`config.mk`:
```
export PLATFORM = sky130hd
export DESIGN_NAME = data_pack
export DESIGN_NICKNAME = d
export VERILOG_FILES = /design/src/rtl/data_pack.sv
export SDC_FILE = /design/constraint.sdc
export NUM_CORES = 1
export LEC_CHECK = 0
export BUFFER_PORTS_ARGS = -buffer_cell sky130_fd_sc_hd__buf_2
export CAP_MARGIN = 20
export CORE_MARGIN = 5
export CORE_UTILIZATION = 63
export CTS_BUF_LIST = sky130_fd_sc_hd__clkbuf_8 sky130_fd_sc_hd__clkbuf_16
export CTS_CLUSTER_DIAMETER = 50
export CTS_CLUSTER_SIZE = 25
export DETAILED_ROUTE_END_ITERATION = 16
export PLACE_DENSITY = 0.91
export REMOVE_ABC_BUFFERS = 1
export SKIP_LAST_GASP = 1
export SYNTH_ARGS = -nofsm -noshare
export SYNTH_HDL_FRONTEND = slang
export SYNTH_SLANG_ARGS = --single-unit
```
`constraint.sdc`:
```
create_clock -name clk -period 5.1 [get_ports clk]
set_clock_uncertainty 0.15 [all_clocks]
set_input_delay 0.255 -clock clk [delete_from_list [all_inputs] [get_ports clk]]
set_output_delay 0.255 -clock clk [all_outputs]
set_load 0.03 [all_outputs]
```
`src/rtl/data_pack.sv`:
```
// Packs LSB-aligned 7-bit values into 32-bit words, LSB-first, carrying sop/eop framing.
// Valid/ready on both sides; a single output holding register drives data_out.
module data_pack (
  input  logic        clk,
  input  logic        rst_n,
  output logic        ready_out,
  input  logic        valid_in,
  input  logic [6:0]  data_in,
  input  logic        sop_in,
  input  logic        eop_in,
  input  logic        ready_in,
  output logic        valid_out,
  output logic [31:0] data_out,
  output logic        sop_out,
  output logic        eop_out,
  output logic        err_out
);

  localparam logic [1:0] S_IDLE  = 2'd0;
  localparam logic [1:0] S_PACK  = 2'd1;
  localparam logic [1:0] S_FLUSH = 2'd2;

  logic [1:0]  state_q, state_d;
  logic [30:0] acc_q, acc_d;
  logic [4:0]  cnt_q, cnt_d;
  logic        first_q, first_d;
  logic        vld_q, vld_d;
  logic [31:0] data_q, data_d;
  logic        sop_q, sop_d;
  logic        eop_q, eop_d;
  logic        err_q, err_d;

  logic        slot_free, accept, start, base_first;
  logic [30:0] base_acc;
  logic [4:0]  base_cnt;
  logic [5:0]  total;
  logic [37:0] wide;

  assign slot_free = !vld_q || ready_in;
  assign ready_out = rst_n && (state_q != S_FLUSH) && slot_free;
  assign accept    = valid_in && ready_out;
  assign start     = accept && sop_in;

  // A sop restarts from an empty accumulator whatever was pending.
  assign base_acc   = start ? 31'd0 : acc_q;
  assign base_cnt   = start ? 5'd0  : cnt_q;
  assign base_first = start ? 1'b1  : first_q;
  assign total      = {1'b0, base_cnt} + 6'd7;
  assign wide       = {7'd0, base_acc} | ({31'd0, data_in} << base_cnt);

  always_comb begin
    state_d = state_q;
    acc_d   = acc_q;
    cnt_d   = cnt_q;
    first_d = first_q;
    vld_d   = vld_q && !ready_in;
    data_d  = data_q;
    sop_d   = sop_q;
    eop_d   = eop_q;
    err_d   = 1'b0;

    if (state_q == S_FLUSH) begin
      if (slot_free) begin
        vld_d   = 1'b1;
        data_d  = {1'b0, acc_q};
        sop_d   = first_q;
        eop_d   = 1'b1;
        acc_d   = 31'd0;
        cnt_d   = 5'd0;
        first_d = 1'b0;
        state_d = S_IDLE;
      end
    end else if (accept && (state_q == S_PACK || sop_in)) begin
      err_d   = sop_in && (state_q == S_PACK);
      first_d = base_first;
      state_d = S_PACK;
      if (total >= 6'd32) begin
        vld_d   = 1'b1;
        data_d  = wide[31:0];
        sop_d   = base_first;
        eop_d   = eop_in && (total == 6'd32);
        first_d = 1'b0;
        acc_d   = {25'd0, wide[37:32]};
        cnt_d   = total[4:0];
        if (eop_in) begin
          if (total == 6'd32) begin
            state_d = S_IDLE;
            acc_d   = 31'd0;
            cnt_d   = 5'd0;
          end else begin
            state_d = S_FLUSH;
          end
        end
      end else if (eop_in) begin
        vld_d   = 1'b1;
        data_d  = wide[31:0];
        sop_d   = base_first;
        eop_d   = 1'b1;
        first_d = 1'b0;
        acc_d   = 31'd0;
        cnt_d   = 5'd0;
        state_d = S_IDLE;
      end else begin
        acc_d = wide[30:0];
        cnt_d = total[4:0];
      end
    end
  end

  always_ff @(posedge clk) begin
    if (!rst_n) begin
      state_q <= S_IDLE;
      acc_q   <= 31'd0;
      cnt_q   <= 5'd0;
      first_q <= 1'b0;
      vld_q   <= 1'b0;
      data_q  <= 32'd0;
      sop_q   <= 1'b0;
      eop_q   <= 1'b0;
      err_q   <= 1'b0;
    end else begin
      state_q <= state_d;
      acc_q   <= acc_d;
      cnt_q   <= cnt_d;
      first_q <= first_d;
      vld_q   <= vld_d;
      data_q  <= data_d;
      sop_q   <= sop_d;
      eop_q   <= eop_d;
      err_q   <= err_d;
    end
  end

  assign valid_out = vld_q;
  assign data_out  = data_q;
  assign sop_out   = sop_q;
  assign eop_out   = eop_q;
  assign err_out   = err_q;

endmodule

```
==> key figures <==
Clock tree
  • Root Buffer: clkbuf_8
  • Clock Latency Late Sink: around 0.37 ns
  • Number of buffers added for setup after CTS: 0
  • Clock Tree Buf Depth: 2
  • Hold_buf cts: 0
  • Clk sinks: 75
  • CTS tree: done
  • Resized Gates After CTS: 0
  • Clk slew on worst S/H paths: ~0.080 ns
  • # H-tree levels: 3
  • CTS Buf Count: 9

Setup path
  • R2R Setup Slk: ~1.8 ns
  • Arrival time at the worst endpoint: roughly 3.4 ns
  • CP required: between 5 and 6 ns
  • Critical path type: register to register
  • Worst r2r path cells: 10
  • CP endpoint kind: register
  • Startpoint Class: register
  • FF-to-FF Start: valid_out
  • Worst r2r dst: acc_q[3]
  • Max FO, Critical Path: slightly below 50

Final layout
  • Final instance area: 0.004631 sq mm
  • Fin nets: approximately 530
  • Antenna Cells: 0
  • Fill count: between 500 and 600
  • Non-filler cells, final: roughly 600
  • Share of layout cells above drive strength 1: 20.27%
  • P&R area growth vs syn: 7.587%

Synth
  • Syn. warnings: 0
  • Cell with the most instances after synthesis: dfxtp_1
  • Post-synthesis async set-or-reset flop share: 0%
  • EDFF count, synth: 0
  • Cells after synthesis: ~500
  • Mapped cell area: approximately 0.0043 sq mm
  • Yosys reg bits: 75
  • Syn avg cell area: between 8 and 9 sq um
  • Most used DFF post-synth: dfxtp_1
  • Synth cell count leaders: 75 x dfxtp_1, 35 x nand2_1, 35 x nor2_1
  • Register area share after synthesis: a little over a third
  • Synth cell types: 83
  • Top cell type's share of synthesized area: between 30% and 40%
  • Leading area contributor after synthesis: dfxtp_1
  • Synth area leaders: dfxtp_1 35%, a21oi_1 4.0%, o21ai_0 3.8%, nand2_1 3.1%, nor2_1 3.1%

Pwr
  • Peak supply drop: 0.1716 mV
  • Sequential share of power: about half
  • Final Power: 1.242 mW
  • Internal power: approximately 0.83 mW
  • Switching share of power: between 30% and 40%
  • P_sw: ~0.4 mW
  • Comb power frac: 14.9%
  • Cell Pwr Density: 268.2 mW/mm^2
  • Clk pwr share: roughly 36%
  • Leakage dissipation: roughly 1.7 nW

Floorplanning
  • FP Rows: 30
  • Core area: 0.006719 sq mm
  • Die Y: 92.66 um
  • DIE WIDTH: 92.66 um
  • Io pins: 50
  • Initial Utilization: between 60% and 70%
  • Die area: around 0.0086 sq mm

Place
  • Final GP Congestion: 1.025
  • Cell count after placement: 587
  • Hpwl dp: ~9500 um
  • Cell Area, Placed: roughly 0.0044 sq mm
  • I/O Buffers: between 40 and 50

Drt
  • Routed via count: 4390
  • WL/cell: approximately 23 um
  • DRC: 0
  • Initial DRC count: 516
  • DR pass1 iterations: 6
  • DR WL met2: between 6000 and 7000 um
  • M1 WL: approximately 5500 um
  • DR top layer: met4
  • Post-DR vias/cell: approximately 7.3
  • ANT nets after route: 0
  • Met3 Wirelength: 1434 um
  • Overall routed net length: approximately 14000 um

STA
  • Setup TNS: 0 ns
  • Hold slack: about 0.13 ns
  • Slew Viols, Final: 0
  • Slew HR: 26.19%
  • Final min period: about 3.3 ns
  • RSZ-0062 raised after global routing: false
  • Finish-stage setup viols: 0
  • Max Fclk: approximately 0.30 GHz
  • Worst slew pin tran: 1.106 ns
  • Final hold vios: 0
  • Fin crit share: ~65%

Worst hold path
  • Hold Crit Class: input port to register
  • Hold Crit Start: eop_in
  • Hold Path Depth: 2
  • Hold endpoint: state_q[0]

Outcome
  • Status: completed

Job
  • Number of max-cap violations: 0

GRT
  • GRT Total Usage: between 30% and 40%
  • Initial antenna violation count: 0
  • Largest net degree at the start of global routing: 50
  • GRT overflow: 0
  • First-pass GRT wire length: approximately 22000 um
  • Vias in the first global route: ~4000
metrics by stage:
stage          utilization, %  setup slack (ns)
3_5_place_dp            66.22             1.721
3_3_place_gp            66.22             1.852
4_1_cts                 68.92             1.897
6_report                68.92             1.803
5_1_grt                 68.92             1.604
2_1_floorplan               -             2.070
power by group through the flow:
stage / combinational (mW) / clock [mW] / sequential [mW]
floorplan: 0.101 / 0 / 0.633
global placement: 0.176 / 0 / 0.622
detailed placement: 0.178 / 0 / 0.622
CTS: 0.179 / 0.440 / 0.608
global route: 0.197 / 0.474 / 0.611
finish: 0.185 / 0.448 / 0.609
placed cells by master, fill, tap and decap left out, types with 3 or more instances in the layout:
cell type and count:
clkbuf_8 9, and3_1 6, o2bb2ai_1 15, a211oi_1 5, mux2i_1 8, o21ai_1 4
o211ai_1 4, a32oi_1 11, o22ai_1 5, a221o_1 3, nor3_1 14, nor2_1 35
nand3_1 17, dfxtp_1 75, o311a_1 4, o21ai_0 33, a22oi_1 4, buf_2 49
a221oi_1 5, inv_1 8, nand4_1 9, a21oi_1 34, inv_6 3, a31oi_1 10
nor2b_1 8, a22o_1 13, buf_4 6, and2_1 9, a21o_1 3, nand2b_1 6
nand2_1 35, a32o_1 5
critical path, cell delays in order (launching register included):
cell and delay, ns:
dfxtp_1 0.35, nand2b_1 0.47, nand3_2 0.23, buf_4 0.47, nand2_1 0.18, ha_1 0.31, xnor2_1 0.23, nand3_1 0.16
and3_1 0.32, a32oi_1 0.22, a21oi_1 0.08
how the worst max path moves through the flow:
stage,from,to,slack [ns],cells after the start
after floorplan,valid_out,acc_q[3],2.07,9
final,valid_out,acc_q[3],1.80,10
after detailed placement,rst_n,acc_q[5],1.72,11
after CTS,valid_out,acc_q[3],1.90,10
after global routing,valid_out,acc_q[5],1.60,10
after global placement,rst_n,acc_q[3],1.85,11
sequential cells by signal, indices dropped and copies added, names as in the netlist:
name and count:
acc_q 31, cnt_q 5, data_out 32, eop_out 1
err_out 1, first_q 1, sop_out 1, state_q 2
valid_out 1
area by class of cell:
cell class / count / area, sq um / share of cell area (%)
Multi-Input combinational cell: 368 / 2524 / 54.50
Tap cell: 80 / 100.1 / 2.162
Clock inverter: 7 / 57.56 / 1.243
Inverter: 9 / 33.78 / 0.7295
Clock buffer: 9 / 123.9 / 2.675
Timing Repair Buffer: 55 / 290.3 / 6.269
Sequential cell: 75 / 1501 / 32.42
logic make-up (layout without fill, tap and decap cells):
logic type	count (synthesis)	count (layout)	synth area share, %
fa+ha+maj	2	2	0.5813
compound gates	194	194	34.86
buf+inv	51	80	6.483
flops	75	75	34.88
simple gates	159	159	19.56
xor+xnor	1	1	0.2035
mux	12	12	3.430
layer usage:
metal  GRT usage (%)  up-vias
met5               0        -
met1           43.75     2068
met4           19.29        0
met2           48.76      312
met3           7.961       66
li1                -     1944
No activity file was read; power rests on OpenSTA's default activity.
